===== src/rtl/fft_frame_sequencer.sv =====
// Frames a continuous mono audio stream into fixed-length packets for a variable-size FFT core.
// It drives the core sink (sop/eop, fftpts_in, inverse, imag = 0), unpacks the core source into
// indexed bins, checks the source framing and counts completed output frames.
//
// Ports
//   clk, reset        : single clock, asynchronous active-high reset
//   enable, cfg_*     : framing enable and per-frame FFT size/direction (sampled at frame starts)
//   aud_*             : audio sample input handshake
//   fft_sink_*        : FFT core sink interface (plus fft_fftpts_in, fft_inverse)
//   fft_src_*         : FFT core source interface (plus fft_fftpts_out)
//   bin_*             : indexed bin output stream
//   frame_count       : completed output frames (wraps)
//   cfg_err/frame_err : sticky error flags, cleared only by reset
module fft_frame_sequencer #(
  parameter int unsigned DATA_W = 24,
  parameter int unsigned OUT_W  = 32,
  parameter int unsigned PTS_W  = 11,
  parameter int unsigned CNT_W  = 16
) (
  input  logic              clk,
  input  logic              reset,
  input  logic              enable,
  input  logic [PTS_W-1:0]  cfg_pts,
  input  logic              cfg_inverse,
  input  logic              aud_valid,
  output logic              aud_ready,
  input  logic [DATA_W-1:0] aud_data,
  output logic              fft_sink_valid,
  input  logic              fft_sink_ready,
  output logic              fft_sink_sop,
  output logic              fft_sink_eop,
  output logic [DATA_W-1:0] fft_sink_real,
  output logic [DATA_W-1:0] fft_sink_imag,
  output logic [1:0]        fft_sink_error,
  output logic [PTS_W-1:0]  fft_fftpts_in,
  output logic              fft_inverse,
  input  logic              fft_src_valid,
  output logic              fft_src_ready,
  input  logic              fft_src_sop,
  input  logic              fft_src_eop,
  input  logic [1:0]        fft_src_error,
  input  logic [OUT_W-1:0]  fft_src_real,
  input  logic [OUT_W-1:0]  fft_src_imag,
  input  logic [PTS_W-1:0]  fft_fftpts_out,
  output logic              bin_valid,
  input  logic              bin_ready,
  output logic [OUT_W-1:0]  bin_real,
  output logic [OUT_W-1:0]  bin_imag,
  output logic [PTS_W-1:0]  bin_index,
  output logic              bin_last,
  output logic [CNT_W-1:0]  frame_count,
  output logic              cfg_err,
  output logic              frame_err
);

  typedef enum logic [1:0] {StIdle, StStream, StDrain} state_e;

  state_e              state_q, state_d;
  logic [PTS_W-1:0]    pts_q;          // size of the frame currently being fed
  logic                inv_q;
  logic [PTS_W-1:0]    sample_cnt_q;
  logic                sink_valid_q, sink_sop_q, sink_eop_q;
  logic [DATA_W-1:0]   sink_data_q;
  logic [PTS_W-1:0]    fftpts_in_q;
  logic                inverse_q;
  logic                cfg_err_q, frame_err_q;
  logic [PTS_W-1:0]    out_cnt_q;
  logic [CNT_W-1:0]    frame_count_q;

  logic             cfg_legal, aud_accept, sink_last, boundary;
  logic             latch_cfg, set_cfg_err;
  logic             src_beat, src_bad;
  logic [PTS_W-1:0] cfg_pts_m1, pts_out_m1;

  // Legal size: power of two within 64..1024.
  assign cfg_pts_m1 = cfg_pts - PTS_W'(1);
  assign cfg_legal  = ((cfg_pts & cfg_pts_m1) == '0) && (cfg_pts >= PTS_W'(64)) &&
                      (cfg_pts <= PTS_W'(1024));

  assign aud_accept = aud_valid & aud_ready;
  assign sink_last  = (sample_cnt_q == pts_q - PTS_W'(1));
  assign boundary   = (state_q == StStream) & aud_accept & sink_last;

  // State register
  always_ff @(posedge clk or posedge reset) begin
    if (reset) state_q <= StIdle;
    else       state_q <= state_d;
  end

  // Next-state logic
  always_comb begin
    state_d     = state_q;
    latch_cfg   = 1'b0;
    set_cfg_err = 1'b0;
    unique case (state_q)
      StIdle: begin
        if (enable) begin
          if (cfg_legal) begin
            state_d   = StStream;
            latch_cfg = 1'b1;
          end else begin
            set_cfg_err = 1'b1;
          end
        end
      end
      StStream: begin
        if (boundary) begin
          if (enable && cfg_legal) begin
            latch_cfg = 1'b1;
          end else if (enable) begin
            set_cfg_err = 1'b1;
            state_d     = StIdle;
          end else begin
            state_d = StDrain;
          end
        end
      end
      StDrain: begin
        // Leave only once the held eop beat has been taken by the core.
        if (!sink_valid_q || fft_sink_ready) state_d = StIdle;
      end
      default: state_d = StIdle;
    endcase
  end

  // Outputs
  always_comb begin
    aud_ready = (state_q == StStream) & (!sink_valid_q | fft_sink_ready);
  end

  // Sink stage and frame configuration
  always_ff @(posedge clk or posedge reset) begin
    if (reset) begin
      pts_q        <= '0;
      inv_q        <= 1'b0;
      sample_cnt_q <= '0;
      sink_valid_q <= 1'b0;
      sink_sop_q   <= 1'b0;
      sink_eop_q   <= 1'b0;
      sink_data_q  <= '0;
      fftpts_in_q  <= '0;
      inverse_q    <= 1'b0;
      cfg_err_q    <= 1'b0;
    end else begin
      if (aud_accept) begin
        sink_valid_q <= 1'b1;
        sink_data_q  <= aud_data;
        sink_sop_q   <= (sample_cnt_q == '0);
        sink_eop_q   <= sink_last;
        sample_cnt_q <= sink_last ? '0 : sample_cnt_q + PTS_W'(1);
        // Size/direction shown to the core change only with a new sop beat.
        if (sample_cnt_q == '0) begin
          fftpts_in_q <= pts_q;
          inverse_q   <= inv_q;
        end
      end else if (fft_sink_ready) begin
        sink_valid_q <= 1'b0;
      end
      if (latch_cfg) begin
        pts_q <= cfg_pts;
        inv_q <= cfg_inverse;
        if (state_q == StIdle) begin
          sample_cnt_q <= '0;
          fftpts_in_q  <= cfg_pts;
          inverse_q    <= cfg_inverse;
        end
      end
      if (set_cfg_err) cfg_err_q <= 1'b1;
    end
  end

  // Source side: bin indexing, frame counting, framing checks
  assign src_beat   = fft_src_valid & bin_ready;
  assign pts_out_m1 = fft_fftpts_out - PTS_W'(1);
  assign src_bad    = (fft_src_sop && (out_cnt_q != '0)) ||
                      (fft_src_eop && (out_cnt_q != pts_out_m1)) ||
                      (fft_src_error != 2'b00);

  always_ff @(posedge clk or posedge reset) begin
    if (reset) begin
      out_cnt_q     <= '0;
      frame_count_q <= '0;
      frame_err_q   <= 1'b0;
    end else if (src_beat) begin
      if (fft_src_eop) begin
        out_cnt_q     <= '0;
        frame_count_q <= frame_count_q + CNT_W'(1);
      end else begin
        out_cnt_q <= out_cnt_q + PTS_W'(1);
      end
      if (src_bad) frame_err_q <= 1'b1;
    end
  end

  assign fft_sink_valid = sink_valid_q;
  assign fft_sink_sop   = sink_sop_q;
  assign fft_sink_eop   = sink_eop_q;
  assign fft_sink_real  = sink_data_q;
  assign fft_sink_imag  = '0;
  assign fft_sink_error = 2'b00;
  assign fft_fftpts_in  = fftpts_in_q;
  assign fft_inverse    = inverse_q;
  assign fft_src_ready  = bin_ready;
  assign bin_valid      = fft_src_valid;
  assign bin_real       = fft_src_real;
  assign bin_imag       = fft_src_imag;
  assign bin_index      = out_cnt_q;
  assign bin_last       = fft_src_eop;
  assign frame_count    = frame_count_q;
  assign cfg_err        = cfg_err_q;
  assign frame_err      = frame_err_q;

endmodule


===== config.mk =====
export PLATFORM = sky130hd
export DESIGN_NAME = fft_frame_sequencer
export DESIGN_NICKNAME = d
export VERILOG_FILES = /design/src/rtl/fft_frame_sequencer.sv
export SDC_FILE = /design/constraint.sdc
export NUM_CORES = 1
export LEC_CHECK = 0
export BUFFER_PORTS_ARGS = -buffer_cell sky130_fd_sc_hd__clkbuf_2
export CAP_MARGIN = 20
export CORE_UTILIZATION = 43
export CTS_BUF_LIST = sky130_fd_sc_hd__clkbuf_4
export CTS_CLUSTER_SIZE = 12
export DETAILED_ROUTE_END_ITERATION = 8
export PLACE_DENSITY = 0.76
export SETUP_SLACK_MARGIN = 0.4
export SLEW_MARGIN = 5
export SYNTH_ARGS = -nofsm -noshare
export SYNTH_HDL_FRONTEND = slang
export SYNTH_SLANG_ARGS = --single-unit

===== constraint.sdc =====
create_clock -name clk -period 2.4 [get_ports clk]
set_input_delay 0 -clock clk [delete_from_list [all_inputs] [get_ports clk]]
set_output_delay 0 -clock clk [all_outputs]
set_load 0.02 [all_outputs]

==> results of run 1 <==
flip-flops by register name, summed over array words and instances (netlist names):
signal / flops
inv_q: 1
fft_fftpts_in: 11
fft_sink_valid: 1
cfg_err: 1
fft_sink_real: 24
pts_q: 11
fft_inverse: 1
frame_err: 1
frame_count: 16
sample_cnt_q: 11
bin_index: 11
fft_sink_eop: 1
state_q: 2
fft_sink_sop: 1
power groups by stage:
stage | Combinational (mW) | Clock (mW) | Sequential, mW
2_1_floorplan | 0.709 | 0 | 2.03
3_3_place_gp | 0.868 | 0 | 1.97
3_5_place_dp | 0.886 | 0 | 1.97
4_1_cts | 0.943 | 0.940 | 1.94
5_1_grt | 1.08 | 0.997 | 1.97
6_report | 0.970 | 0.876 | 1.94
cells in the mapped netlist (3+ instances only):
library cell and count:
nor3_1 7, xnor2_1 28, clkbuf_1 11, mux2i_1 12
and2_1 3, xor2_1 29, nand2b_1 3, mux2_4 4
inv_1 21, a211oi_1 3, a21o_1 3, nor3b_1 5
nand2_1 109, or3_1 3, dfrtp_1 93, nand4_1 8
a21oi_1 8, buf_4 94, buf_6 4, nand3b_1 3
ha_1 7, and3_1 7, nor4_1 8, nor4_2 3
nor2_1 44, nand3_1 16, a31oi_1 3, mux2_2 3
o21ai_0 19, nand4b_1 3
cells by family (layout without fill, tap and decap cells):
kind of cell / count (synthesis) / in the layout / share of synthesized area (%)
multiplexers: 19 / 19 / 3.844
other: 1 / 27 / 0.06737
buffers and inverters: 135 / 237 / 16.21
AO/OA/AOI/OAI: 56 / 56 / 6.811
flip-flops: 93 / 93 / 41.81
adder cells (fa/ha/maj): 7 / 7 / 1.573
XOR/XNOR: 57 / 57 / 8.968
AND/OR/NAND/NOR: 237 / 237 / 20.72
area by class of cell:
class / count / area [sq um]
fill: 1240 / 6045
tap: 172 / 215.2
antenna: 1 / 2.502
timing repair buffer: 200 / 1301
clock inverter: 5 / 51.30
clock buffer: 11 / 82.58
multi-input combinational: 402 / 2511
inverter: 21 / 82.58
sequential: 93 / 2328
repair_timing:
action,in CTS,in global routing
hold buffers,39,0
gates resized for setup,7,1
setup buffers,3,4
endpoints found under the hold margin,80,0
endpoints found under the setup margin,28,28
pin swaps,4,1
metrics by stage:
stage	total power, mW	TNS (ns)	hold WS [ns]	area [sq um]
after floorplan	2.734	-0.2338	0.1044	5715
after global placement	2.837	-0.3905	0.0001367	5958
after detailed placement	2.856	-0.9518	0.0001367	5958
after CTS	3.827	-0.01180	0.0001367	6536
after global routing	4.050	-0.5930	0.00002925	6575
final	3.785	0	0.000007752	6575
cell usage in the layout, fill, tap and decap left out, types with 3 or more instances in the layout:
cell type        n
xor2_1          29
clkbuf_2       129
mux2_4           6
a31oi_1          3
dlygate4sd3_1   39
or3_1            3
clkbuf_4        11
nor2_2           3
dfrtp_1         92
conb_1          26
ha_1             6
nor4_1           7
nand4_1          8
o21ai_0         19
inv_1           18
nor3b_1          4
nor3_1           6
nor2_1          42
xnor2_1         26
and3_1           7
nand4b_1         3
buf_4           30
nand2b_1         3
a21oi_1          8
a21o_1           3
nor4_2           3
nand2_1        109
nand3b_1         3
a211oi_1         3
and2_1           3
mux2i_1         12
nand3_1         16
layer usage:
| layer | vias to the layer above | track usage (%) | part of all wire, % |
|---|---|---|---|
| met5 | - | 0 | 0 |
| met4 | 0 | 11.03 | 3.6 |
| met3 | 38 | 6.224 | 6.5 |
| met2 | 170 | 31.51 | 49 |
| met1 | 2099 | 24.20 | 41 |
| li1 | 2128 | - | - |
worst paths after layout:
path	start	to	slack, ns	cells after the start
min	fft_src_real[7]	bin_real[7]	0.000008	0
min reg2reg	fft_sink_real[11]	fft_sink_real[11]	0.49	2
min in group asynchronous	reset	frame_count[0]	0.24	3
max in group asynchronous	reset	frame_count[3]	1.46	4
max	pts_q[0]	pts_q[7]	0.005	8
max reg2reg	pts_q[0]	pts_q[7]	0.005	8
==> run metrics, run 1 <==
Fin. Hold Viols=0; maximum clock rate=417.5 MHz; Overflow after GRT=0; Initial Util=44.11%; post-synth top area share=41.81%; area of the core=around 13,000 sq um; fraction of layout cells with a size suffix above 1=28.96%; Nets=856; synth top area cells=dfrtp_1 (42%), buf_4 (13%), nand2_1 (7.3%); Setup crit start kind=flip-flop; Post-synth top flop=dfrtp_1; fin crit share=approximately 100%; Placement Rows=slightly above 40; hpwl dp=8.851 mm; Worst path slowest cell=or4b_4; post-synth top area cell=dfrtp_1; Mean Syn Cell Area=9.201 sq um; 1st-iter DRT viols=just under 200; Sequential Power Share=51.2%; Top Ports=284; IO Port Bufs=129; Comb pwr share=25.6%; Crit path largest cell delay=0.50 ns; Clk pwr share=23.2%; number of buffers and inverters on the critical path=1; Bufs on Longest Clock Path=2; Switch Pwr=1.322 mW; clk_skew=0.01890 ns; crit-path leading delay family=simple AND/OR/NAND/NOR gates; Root Buffer=clkbuf_4; Vias=approximately 4,400; worst vdd rail ir drop=0.5337 mV; final setup vio count=0; Placed Instances=842; DRC=0; total CTS buffers=9; CP cell instances=inv_2, ha_4, or4b_4, nor4b_4, nor3_2, a2111oi_2, a21o_2, mux2_4; post-DR wirelength/cell=around 14 microns; Syn Inst Count=around 610; Via density=4.901; Post-synth EDFFs=0; Worst Slack Setup Final=0.004542 ns; first-pass GRT wire length=20.58 mm; run status=finished, final reports clean; Setup WS pre-CTS=-0.1592 ns; Clock Sink Count=just over 90; vias in the first global route=4,263; Syn Std Cell Area=around 5600 sq um; synth warn=0; #FFs+latches synth=93; Pleak=3.305 nW; CP endpoint kind=flip-flop; max_cap viols=0; final core occ=52.10%; post-layout min period=2.395 ns; clock-pin slew on the worst setup and hold paths=between 0.1 and 0.15 ns; CTS tree=built; htree depth=3; RD Place Congestion=0.8433; Layout Cells excl Fill=905; initial antenna violation count=1; max-slew violations=0; RSZ-0062 raised after global routing=true; switching share of total power=34.92%; Die Height=115.8 microns; internal power=2.463 mW; Worst-Margin Slew=0.8747 ns; final WL=12.77 mm; Overall Global Routing Usage=19.92%; HP Class=input pin to output pin; area of the die=13,410 sq um; drt pass-1 iters=4; Routed Antenna Nets=0; async set-reset flop share out of synthesis=100.0%; Critical Path RT=roughly 2.8 ns; Die Wd=115.8 microns; P per Cell Area=approximately 580 nW/um^2; Max FO, Critical Path=7; post-synth cell types=slightly above 60; Worst-Skew Late Latency=0.46 ns; worst rel slew slack=41.57%; CP arrival=about 2.8 ns; register area share after synthesis=41.81%; largest net degree at the start of global routing=41; Area Overhead vs Synth=18.12%; critical path type=flip-flop to flip-flop
Note: power is estimated with default switching activity, not from simulation.
==> run 2, diff against run 1 <==
Settings changed: CORE_UTILIZATION 43 to 48, PLACE_DENSITY 0.76 to 0.81.
Clock period 2.4 ns to 2.6 ns, I/O delays scaled along.
==> run metrics, run 2 (synthesized netlist as in run 1, its figures left out) <==
Bufs on Longest Clock Path=2; final WL=13.25 mm; Top Ports=284; clock-pin slew on the worst setup and hold paths=roughly 0.14 ns; IO Port Bufs=between 100 and 150; P per Cell Area=532.0 nW/um^2; Worst-Skew Late Latency=about 0.43 ns; run status=finished, final reports clean; Setup crit start kind=flip-flop; initial antenna violation count=0; area of the die=12,030 sq um; area of the core=11,080 sq um; Die Wd=109.7 microns; Die Height=109.7 microns; Critical Path RT=2.94 ns; commonest cells after routing, fill and taps aside=clkbuf_2 (129), nand2_1 (109), dfrtp_1 (93), dlygate4sd3_1 (37), nor2_1 (31); Max FO, Critical Path=4; HP Class=input pin to output pin; Pleak=3.279 nW; final setup vio count=0; htree depth=3; largest net degree at the start of global routing=between 60 and 70; post-DR wirelength/cell=between 15 and 20 microns; Fin. Hold Viols=0; RD Place Congestion=0.9081; most common cell after layout, fill and taps aside=clkbuf_2; Vias=4,542; Root Buffer=clkbuf_4; WHS=0.000005610 ns; clk_skew=0.01835 ns; maximum clock rate=a little under 400 MHz; max-slew violations=0; Layout Cells excl Fill=between 800 and 900; fraction of layout cells with a size suffix above 1=29.78%; setup TNS=0 ns; 1st-iter DRT viols=around 240; Max Used Layer=met4; fin crit share=96.80%; wire length on met3=843 microns; Worst-Margin Slew=0.5894 ns; worst rel slew slack=between 60 and 70%; met1 WL=5.227 mm; CP endpoint kind=flip-flop; Clock Sink Count=93; DRC=0; critical path type=flip-flop to flip-flop; Met2 Wirelength=6.672 mm; max reg flops=24; Nets=848; hpwl dp=9.054 mm; Routed Antenna Nets=0; Placement Rows=38; vias in the first global route=approximately 4,400; max_cap viols=0; worst vdd rail ir drop=between 0.5 and 0.6 mV; Placed Instances=802; Initial Util=50.25%; Overflow after GRT=0; flop-to-flop setup slack=between 0.08 and 0.09 ns; CTS tree=built; drt pass-1 iters=4; Via density=5.269; Area Overhead vs Synth=17.78%; first-pass GRT wire length=20.74 mm; RSZ-0062 raised after global routing=true; CP arrival=2.86 ns; post-layout min period=2.517 ns; n_diodes=0; Filler Cell Count=938; total CTS buffers=9; Overall Global Routing Usage=22.24%
## run 2: worst max-delay path, cell delays in order (launching register included)
cell	delay, ns
dfrtp_1	0.42
inv_2	0.09
ha_4	0.13
or4b_4	0.48
nor4b_4	0.32
nor3_4	0.10
a2111oi_4	0.27
a21o_1	0.29
mux2_4	0.32
## run 2: repair_timing
action	in CTS	in global routing
cloned	1	0
hold buffers	37	0
endpoints found under the hold margin	68	0
buffers inserted	7	1
setup endpoints to repair	27	28
pin swaps	8	8
gates resized for setup	17	22
## run 2: path summary, 6_finish.rpt
| path | from | endpoint | cells past startpoint |
|---|---|---|---|
| worst max-delay path | pts_q[0] | pts_q[6] | 8 |
| worst min-delay path | fft_src_real[7] | bin_real[7] | 0 |
| worst max register to register | pts_q[0] | pts_q[6] | 8 |
| worst min register to register | frame_count[15] | frame_count[15] | 1 |
| max in group asynchronous | reset | fft_sink_real[3] | 4 |
| min in group asynchronous | reset | fft_inverse | 3 |
## run 2: cell type report
| type | instances | area, sq um | area share (%) |
|---|---|---|---|
| Inverter | 21 | 82.58 | 1.260 |
| Clock buffer | 11 | 82.58 | 1.260 |
| Timing Repair Buffer | 191 | 1239 | 18.89 |
| Clock inverter | 3 | 38.79 | 0.5916 |
| Multi-Input combinational cell | 403 | 2611 | 39.83 |
| Tap cell | 140 | 175.2 | 2.672 |
| Sequential cell | 93 | 2327 | 35.50 |
## run 2: per-stage QoR
stage                     setup WS (ns)  util [%]  instance area (sq um)  power (mW)
after detailed placement       -0.01461     52.67                   5834       2.641
after floorplan                  0.1412         -                   5693       2.515
after CTS                       0.03345     58.36                   6465       3.459
after global placement          0.06396     52.67                   5834       2.604
after global routing          -0.003674     59.18                   6556       3.686
final                           0.08317     59.18                   6556       3.488
## run 2: metal layers
metal  global-route usage (%)  vias to the layer above
li1                         -                     2110
met1                    26.45                     2179
met2                    37.06                      196
met3                    5.750                       57
met4                    11.52                        0
met5                        0                        -
## run 2: power by group
| group | total (mW) | switching, mW | leakage (nW) | internal, mW |
|---|---|---|---|---|
| logic | 0.922 | 0.553 | 2.03 | 0.370 |
| clock network | 0.768 | 0.467 | 0.0702 | 0.302 |
| registers | 1.80 | 0.206 | 1.18 | 1.59 |
| total | 3.49 | 1.22 | 3.28 | 2.26 |
==> run 3, diff against run 2 <==
Settings changed: MAX_ROUTING_LAYER set to met4.
==> run metrics, run 3 (synthesized netlist as in run 1, its figures left out) <==
Nets=850; final core occ=59.07%; Clock Sink Count=93; largest net degree at the start of global routing=45; run status=finished, final reports clean; fraction of layout cells with a size suffix above 1=29.10%; total CTS buffers=9; Filler Cell Count=945; vias in the first global route=roughly 4,400; post-layout min period=approximately 2.5 ns; WHS=0.000005606 ns; area of the core=11,080 sq um; drt pass-1 iters=5; CTS tree=built; Worst-Skew Late Latency=0.43 ns; IO Port Bufs=129; first-pass GRT wire length=20.96 mm; Routed Antenna Nets=0; post-DR wirelength/cell=~15 microns; CP arrival=2.78 ns; 1st-iter DRT viols=approximately 230; max_cap viols=0; max-slew violations=0; Via density=5.304; hold path depth=0; RD Place Congestion=0.8691; Overflow after GRT=0; commonest cells after routing, fill and taps aside=clkbuf_2 (129), nand2_1 (109), dfrtp_1 (92), nor2_1 (41), dlygate4sd3_1 (37); most common cell after layout, fill and taps aside=clkbuf_2; clk_skew=between 0.009 and 0.01 ns; final setup vio count=0; max reg flops=24; Die Wd=109.7 microns; HP Class=input pin to output pin; hpwl dp=between 9 and 10 mm; RSZ-0062 raised after global routing=true; Bufs on Longest Clock Path=2; P per Cell Area=528.9 nW/um^2; clock-pin slew on the worst setup and hold paths=between 0.1 and 0.15 ns; Top Ports=284; Initial Util=50.25%; DRC=0; maximum clock rate=407.8 MHz; Area Overhead vs Synth=17.55%; worst rel slew slack=65.30%; Worst-Margin Slew=roughly 0.52 ns; Critical Path RT=2.93 ns; initial antenna violation count=0; worst vdd rail ir drop=0.5395 mV; Power, Total=3.461 mW; CP endpoint kind=flip-flop; Placement Rows=38; Worst R2R Path Depth=9; Vias=4,588; Overall Global Routing Usage=23.21%; final WL=13.39 mm; Root Buffer=clkbuf_4; htree depth=3; Setup crit start kind=flip-flop; Die Height=109.7 microns; fin crit share=a little over nine tenths; area of the die=12,030 sq um; setup TNS=0 ns; Pleak=3.283 nW; Fin. Hold Viols=0; critical path type=flip-flop to flip-flop; Max FO, Critical Path=4; n_diodes=0
[run 3: changes by cell type in the layout (fill, tap and decap cells not counted), moves of 2 or more]
cell	delta
buf_4	+3
buf_6	-3
clkinv_2	+2
nor2_1	+10
nor2_2	-6
nor2_4	-4
[run 3: worst max-delay path: stages (launching register included)]
cell and delay, ns:
dfrtp_1 0.41, inv_2 0.08, ha_4 0.14, buf_4 0.11, nor3b_1 0.32, nand3_1 0.17
xnor2_1 0.19, nor4_4 0.35, a21o_1 0.27, mux2_4 0.31
[run 3: stage by stage]
step | area [sq um] | cells | worst slack (ns)
after floorplan | 5693 | 630 | 0.1412
after global placement | 5834 | 802 | 0.05888
after detailed placement | 5834 | 802 | 0.02310
after CTS | 6442 | 861 | 0.01676
after global routing | 6544 | 865 | 0.02991
final | 6544 | 865 | 0.1479
[run 3: final cells by class]
class | instances | area, sq um | share of cell area, %
multi-input combinational | 404 | 2582 | 39.46
timing repair buffer | 192 | 1247 | 19.06
clock inverter | 5 | 52.55 | 0.8031
sequential | 93 | 2328 | 35.58
tap | 140 | 175.2 | 2.677
clock buffer | 10 | 75.07 | 1.147
inverter | 21 | 82.58 | 1.262
[run 3: worst paths after layout]
kind / slack (ns) / end / from
worst max-delay path: 0.15 / pts_q[7] / pts_q[0]
worst min-delay path: 0.000006 / bin_real[7] / fft_src_real[7]
worst max register to register: 0.15 / pts_q[7] / pts_q[0]
max in group asynchronous: 1.26 / pts_q[6] / reset
min in group asynchronous: 0.54 / bin_index[0] / reset
worst min register to register: 0.48 / frame_count[15] / frame_count[15]
[run 3: power by group]
part	switching (mW)	total (mW)	internal, mW
sequential	0.201	1.79	1.59
clock	0.474	0.769	0.295
combinational	0.538	0.899	0.361
total	1.21	3.46	2.25
[run 3: timing repair]
action,4_1_cts,5_1_grt
buffers inserted,6,2
gates resized for setup,16,8
hold endpoints to repair,85,4
gates cloned,2,0
pin swaps,16,1
endpoints found under the setup margin,27,28
hold buffers,36,1
[run 3: routing by layer]
layer  GRT usage (%)  part of all wire [%]  wire, microns  vias up
met5               -                     0              0        -
met4           9.238                   2.3            308        0
met3           5.513                   6.5            875       43
met2           37.02                    51           6813      210
met1           28.46                    40           5389     2216
li1                -                     -              -     2119
